<file path="src/rtl/vga_pkg.sv">
// Shared VGA constants and timing bundle.
// 1024x768@60, 65 MHz pixel clock.
package vga_pkg;

  localparam int COUNT_W = 11;

  localparam int VISIBLE_WIDTH          = 1024;
  localparam int HORIZONTAL_FRONT_PORCH = 24;
  localparam int HORIZONTAL_SYNC_PULSE  = 136;
  localparam int FULL_WIDTH             = 1344;

  localparam int VISIBLE_HEIGHT         = 768;
  localparam int VERTICAL_FRONT_PORCH   = 3;
  localparam int VERTICAL_SYNC_PULSE    = 6;
  localparam int FULL_HEIGHT            = 806;

  localparam int HBLNK_START = VISIBLE_WIDTH;
  localparam int HSYNC_START = VISIBLE_WIDTH + HORIZONTAL_FRONT_PORCH;
  localparam int HSYNC_STOP  = HSYNC_START + HORIZONTAL_SYNC_PULSE;

  localparam int VBLNK_START = VISIBLE_HEIGHT;
  localparam int VSYNC_START = VISIBLE_HEIGHT + VERTICAL_FRONT_PORCH;
  localparam int VSYNC_STOP  = VSYNC_START + VERTICAL_SYNC_PULSE;

  typedef struct packed {
    logic [COUNT_W-1:0] hcount;
    logic [COUNT_W-1:0] vcount;
    logic               hsync;
    logic               vsync;
    logic               hblnk;
    logic               vblnk;
  } vga_timing_t;

endpackage

</file>
<file path="src/rtl/vga_timing.sv">
// Free-running VGA raster counters with sync, blanking
// and line/frame strobes, all registered.
module vga_timing
  import vga_pkg::*;
#(
  parameter int H_VISIBLE = VISIBLE_WIDTH,
  parameter int H_FP      = HORIZONTAL_FRONT_PORCH,
  parameter int H_SYNC    = HORIZONTAL_SYNC_PULSE,
  parameter int H_TOTAL   = FULL_WIDTH,
  parameter int V_VISIBLE = VISIBLE_HEIGHT,
  parameter int V_FP      = VERTICAL_FRONT_PORCH,
  parameter int V_SYNC    = VERTICAL_SYNC_PULSE,
  parameter int V_TOTAL   = FULL_HEIGHT
) (
  input  logic               clk,
  input  logic               rst,
  output logic [COUNT_W-1:0] hcount,
  output logic [COUNT_W-1:0] vcount,
  output logic               hsync,
  output logic               vsync,
  output logic               hblnk,
  output logic               vblnk,
  output logic               line_start,
  output logic               frame_start
);

  localparam logic [COUNT_W-1:0] H_LAST =
    COUNT_W'(H_TOTAL - 1);
  localparam logic [COUNT_W-1:0] V_LAST =
    COUNT_W'(V_TOTAL - 1);
  localparam logic [COUNT_W-1:0] HB_ON =
    COUNT_W'(H_VISIBLE);
  localparam logic [COUNT_W-1:0] VB_ON =
    COUNT_W'(V_VISIBLE);
  localparam logic [COUNT_W-1:0] HS_ON =
    COUNT_W'(H_VISIBLE + H_FP);
  localparam logic [COUNT_W-1:0] HS_OFF =
    COUNT_W'(H_VISIBLE + H_FP + H_SYNC);
  localparam logic [COUNT_W-1:0] VS_ON =
    COUNT_W'(V_VISIBLE + V_FP);
  localparam logic [COUNT_W-1:0] VS_OFF =
    COUNT_W'(V_VISIBLE + V_FP + V_SYNC);
  localparam logic [COUNT_W-1:0] ONE =
    COUNT_W'(1);

  if (H_VISIBLE + H_FP + H_SYNC > H_TOTAL) begin : g_hchk
    $fatal(1, "vga_timing: horizontal timing overflow");
  end
  if (V_VISIBLE + V_FP + V_SYNC > V_TOTAL) begin : g_vchk
    $fatal(1, "vga_timing: vertical timing overflow");
  end

  logic [COUNT_W-1:0] h_nxt;
  logic [COUNT_W-1:0] v_nxt;

  always_comb begin
    h_nxt = hcount + ONE;
    v_nxt = vcount;
    if (hcount == H_LAST) begin
      h_nxt = '0;
      v_nxt = (vcount == V_LAST) ? '0 : vcount + ONE;
    end
  end

  // Flags decode the next count so they line up with it.
  always_ff @(posedge clk) begin
    if (rst) begin
      hcount      <= '0;
      vcount      <= '0;
      hsync       <= 1'b0;
      vsync       <= 1'b0;
      hblnk       <= 1'b0;
      vblnk       <= 1'b0;
      line_start  <= 1'b1;
      frame_start <= 1'b1;
    end else begin
      hcount      <= h_nxt;
      vcount      <= v_nxt;
      hsync       <= (h_nxt >= HS_ON) && (h_nxt < HS_OFF);
      vsync       <= (v_nxt >= VS_ON) && (v_nxt < VS_OFF);
      hblnk       <= (h_nxt >= HB_ON);
      vblnk       <= (v_nxt >= VB_ON);
      line_start  <= (h_nxt == '0);
      frame_start <= (h_nxt == '0) && (v_nxt == '0);
    end
  end

endmodule

</file>
<file path="config.mk">
export PLATFORM = sky130hd
export DESIGN_NAME = vga_timing
export DESIGN_NICKNAME = d
export VERILOG_FILES = /design/src/rtl/vga_pkg.sv /design/src/rtl/vga_timing.sv
export SDC_FILE = /design/constraint.sdc
export NUM_CORES = 1
export LEC_CHECK = 0
export BUFFER_PORTS_ARGS = -buffer_cell sky130_fd_sc_hd__clkbuf_2
export CORE_AREA = 2 2 58 60
export CTS_CLUSTER_DIAMETER = 100
export DETAILED_ROUTE_END_ITERATION = 10
export DIE_AREA = 0 0 60 62
export PLACE_DENSITY = 0.76
export SYNTH_ARGS = -nofsm -noshare
export SYNTH_HDL_FRONTEND = slang
export SYNTH_SLANG_ARGS = --single-unit
</file>
<file path="constraint.sdc">
create_clock -name clk -period 2.9 [get_ports clk]
set_clock_uncertainty 0.2 [all_clocks]
set_input_delay 0.145 -clock clk [delete_from_list [all_inputs] [get_ports clk]]
set_output_delay 0.145 -clock clk [all_outputs]
set_load 0.05 [all_outputs]
</file>
* After elaboration in Yosys (flattened, before gate mapping) *
Index checks and enable logic that the tools add are counted.

storage, ports and cells
  logic and storage cells = 26
  input port bits = 2
  register bits after elaboration = 28

operators by class
  reduce and logical (&&, ||, !) cells = 5
  $add $sub $neg = 2
  muxes and demuxes = 3
  equal/unequal tests = 2
  order comparisons = 6

operators with widths
  kind                                                                                    count
  11-bit two-way mux                                                                      3
  11-bit by 1-bit adder with 11-bit output (second input constant)                        2
  11-bit by 10-bit greater-or-equal comparator with 1-bit output (second input constant)  2
  11-bit greater-or-equal comparator (second input constant)                              2
  11-bit logical NOT                                                                      2
  11-bit by 10-bit == test with 1-bit output (second input constant)                      1
  11-bit == test (second input constant)                                                  1
  11-bit by 10-bit < comparator with 1-bit output (second input constant)                 1
  11-bit < comparator (second input constant)                                             1
  1-bit logical AND                                                                       3

* Longest topological paths before layout *
  depth in word-level cells = 5
  mapped depth = 9

* Worst setup path before layout *
Ideal clock, no wire load.

  path kind = register to register
  start = register hcount[0]
  end = register vblnk
  data arrival time = 2.345 ns
  period minus slack after synthesis = 2.669 ns
  stages on the path, launching flop included = 9
  setup time = 0.123 ns
  slack = 0.231 ns
  cell sequence = dfxtp_1 > ha_1 > and4_1 > buf_4 > nand4_1 > nor3_1 > xor2_1 > nor2b_2 > or2_2

between the ends
  longest elaborated chain between the ends = 3

RTL lines
  what                                                            RTL line          RTL
  from (decl)                                                     vga_timing.sv:17  output logic [COUNT_W-1:0] hcount,
  from (signal assigned)                                          vga_timing.sv:77  hcount <= h_nxt;
  11-bit == test                                                  vga_timing.sv:59  if (hcount == H_LAST) begin
  11-bit two-way mux                                              vga_timing.sv:59
  11-bit by 10-bit greater-or-equal comparator with 1-bit output  vga_timing.sv:82  vblnk <= (v_nxt >= VB_ON);
  to (signal assigned)                                            vga_timing.sv:82
  to (decl)                                                       vga_timing.sv:22  output logic vblnk,

No other way between the ends.
A chain may end at the register's enable or synchronous reset.

* Final worst setup path *
  start = register hcount[0]
  end = register frame_start

between the ends
  longest elaborated chain between the ends = 4
  elaborated cells between the ends (all ways) = 7

RTL lines
  what                                                                               RTL line                            RTL
  11-bit by 1-bit adder with 11-bit output / 11-bit == test (equally long branches)  vga_timing.sv:57, vga_timing.sv:59
  11-bit two-way mux                                                                 vga_timing.sv:59
  11-bit logical NOT                                                                 vga_timing.sv:84                    frame_start <= (h_nxt == '0) && (v_nxt == '0);
  1-bit logical AND (*)                                                              vga_timing.sv:84
  to (signal assigned)                                                               vga_timing.sv:84
  to (decl)                                                                          vga_timing.sv:24                    output logic frame_start

Mark *: on every way between the ends. The rest lies on a longest branch, timed or not.

==> metrics.yaml <==
clocking:
  clockRootBuffer: "clkbuf_4"
  cts-buffers-inserted: 3
  cts_sinks: 28
  cts_setup_buffers: 0
  cts_resized: 0
  clock_latency_ns: 0.33
  htreeDepth: 1
  clk_pin_slew_ns: 0.15
  cts_tree: "built"
  cts_hold_buf: 0
  cts_buffer_depth: 2
die:
  start_util_pct: 50.92
  core.rowCount: 21
  die_width_um: 60
  io_pins: 30
  dieArea_um2: 3720
  die_h_um: 62
  coreArea_um2: 3179
drt:
  drt_wl_total_mm: 3.661
  ant_nets: 0
  vias: 1535
  drtIter0Drc: 73
  drt_pass1_iterations: 4
  avgRoutedWirePerCell_um: 13.66
  viasPerCell: 5.728
  drc: 0
pwr:
  p_leak_nw: 0.7060
  pwr_density_cell_nw_per_um2: 377.6
  vdd_ir_drop_max_v: 0.0002228
sta:
  slew_headroom_pct: 63.15
  fmax_ghz: 0.3698
  rsz0062_at_grt: "no"
  fin_tns_setup_ns: 0
  drv_slew: 0
  finalCritPeriodShare_pct: 93.25
  hold_viol: 0
  worst_pin_slew_ns: 0.5520
  min_period_ns: 2.704
  setup_violations: 0
global_route:
  overflow: 0
  grt_pass1_vias: 1227
  globalRouteTotalUtil_pct: 20.52
  grt_pass1_wl_mm: 5.802
  grt_max_degree: 23
  antenna_found_initial: 0
logic_synthesis:
  synth.avg_cell_area_um2: 8.219
  yosysSeqAreaShare_pct: 34.62
  synth_area_um2: 1619
  yosysTopAreaCell: "dfxtp_1"
  synth_top_area_share_pct: 34.62
  yosys-top-cells-area: "dfxtp_1, nor2_1, xnor2_1, nand3_1, nor3_1"
  synthArstFlopShare_pct: 0
  ys_warn_count: 0
  syn_inst: 197
  ys_types: 50
  synth_ff_type: "dfxtp_1"
  syn_nets: 202
  synth-edff-count: 0
  synthTopCellsByCount: "dfxtp_1, nor2_1, nand2_1"
  ys_ff_latch: 28
  synth_most_common_cell: "dfxtp_1"
critical_path:
  reg2reg_depth: 7
  rr_endpoint: "frame_start$_SDFF_PP1_"
  timing.critical_path.to: "frame_start$_SDFF_PP1_"
  arrival_ns: 2.79
  crit_start: "hcount[0]$_SDFF_PP0_"
  path_max_fanout: 9
  reg2reg_from: "hcount[0]$_SDFF_PP0_"
  crit_path_start_kind: "flop"
  end_kind: "flop"
  crit_type: "reg2reg"
  r2r_slack_ns: 0.20
  required_ns: 2.98
place:
  gp_congestion: 0.8235
  hpwl_mm: 2.655
  io_buffers: 29
cells_and_area:
  areaGrowthSynthToFinish_pct: 12.44
  antenna_cells: 0
  final_net_count: 228
  layout-drive-gt1-share_pct: 22.07
  final_util_pct: 57.26
worst_hold_path:
  min_path_type: "in2reg"
status:
  status: "complete, no violations"
run:
  cap_violations: 0
-- cells in the final DEF, fill, tap and decap left out, types with 2 or more instances in the layout --
cell type,synthesis,final
clkbuf_2,0,29
dfxtp_1,28,28
nor2_1,24,24
nand2_1,13,13
nand3_1,12,12
nor3_1,12,12
a21oi_1,9,9
xnor2_1,8,8
inv_1,7,7
nand4_1,6,6
buf_4,2,6
and3_1,4,4
xor2_1,4,4
a31oi_1,4,4
nor2b_1,3,3
o21ai_0,3,3
or2_2,3,3
nor3b_1,3,3
ha_1,3,3
clkbuf_4,0,3
and4_1,2,2
and4b_1,2,2
o211ai_1,2,2
or3_1,2,2
a22oi_1,2,2
a41oi_1,2,2
nor4_1,2,2
o2111a_1,2,2
-- cell type report --
type | count | area, um2
sequential | 28 | 560.5
clock buffer | 4 | 36.28
timing repair buffer | 35 | 190.2
multi-input combinational | 148 | 949.7
inverter | 7 | 26.28
fill | 282 | 1359
tap | 46 | 57.56
-- flip-flops by register name, indices dropped and copies added, names as in the netlist --
name and flops:
hcount 11, vcount 11, frame_start 1, hblnk 1
hsync 1, line_start 1, vblnk 1, vsync 1
-- logic make-up (layout without fill, tap and decap cells) --
| kind of cell | Yosys count | count (layout) | synth area share, % |
|---|---|---|---|
| fa+ha+maj | 3 | 3 | 2.319 |
| flops | 28 | 28 | 34.62 |
| mux | 1 | 1 | 0.6183 |
| buf+inv | 21 | 46 | 6.723 |
| simple gates | 95 | 95 | 31.53 |
| xor+xnor | 12 | 12 | 6.491 |
| compound gates | 37 | 37 | 17.70 |
-- worst max-delay path: stages (launching register included) --
cell and delay (ns):
dfxtp_1 0.44, ha_1 0.29, and4_1 0.41, o211ai_1 0.16, a221oi_2 0.39, nand2_1 0.10
nor4_1 0.44, a41o_1 0.23
-- how the worst min path moves through the flow --
stage	start	endpoint	slack, ns	depth (start not counted)
6_report	rst	vcount[0]$_SDFF_PP0_	0.1	2
5_1_grt	rst	vcount[5]$_SDFF_PP0_	0.12	2
2_1_floorplan	rst	hcount[10]$_SDFF_PP0_	0.03	1
3_3_place_gp	hcount[0]$_SDFF_PP0_	hcount[0]$_SDFF_PP0_	0.30	1
4_1_cts	rst	vcount[0]$_SDFF_PP0_	0.09	2
3_5_place_dp	hcount[0]$_SDFF_PP0_	hcount[0]$_SDFF_PP0_	0.33	1
-- stage by stage --
step / power, W / std cells / worst slack (ns) / instance area, um2 / hold slack, ns
after floorplan: 0.0004827 / 197 / 0.2311 / 1619 / 0.02912
after global placement: 0.0005000 / 264 / 0.3184 / 1784 / 0.3050
after detailed placement: 0.0005009 / 264 / 0.2758 / 1784 / 0.3302
after CTS: 0.0006922 / 268 / 0.2044 / 1821 / 0.09318
after global routing: 0.0007182 / 268 / 0.02690 / 1821 / 0.1180
final: 0.0006874 / 268 / 0.1956 / 1821 / 0.09801
-- power breakdown --
| group | leakage (nW) | internal, W | switching, W | total (W) |
|---|---|---|---|---|
| clock | 0.0210 | 0.0000769 | 0.000117 | 0.000193 |
| combinational | 0.458 | 0.0000272 | 0.0000604 | 0.0000877 |
| sequential | 0.227 | 0.000394 | 0.0000124 | 0.000406 |
-- per-layer routing --
layer,wire (um),vias up,global-route usage [%]
li1,-,772,-
met1,1838,703,30.96
met2,1565,56,29.35
met3,223,4,2.899
met4,34,0,7.937
met5,0,-,0
Note: power is estimated with default switching activity, not from simulation.
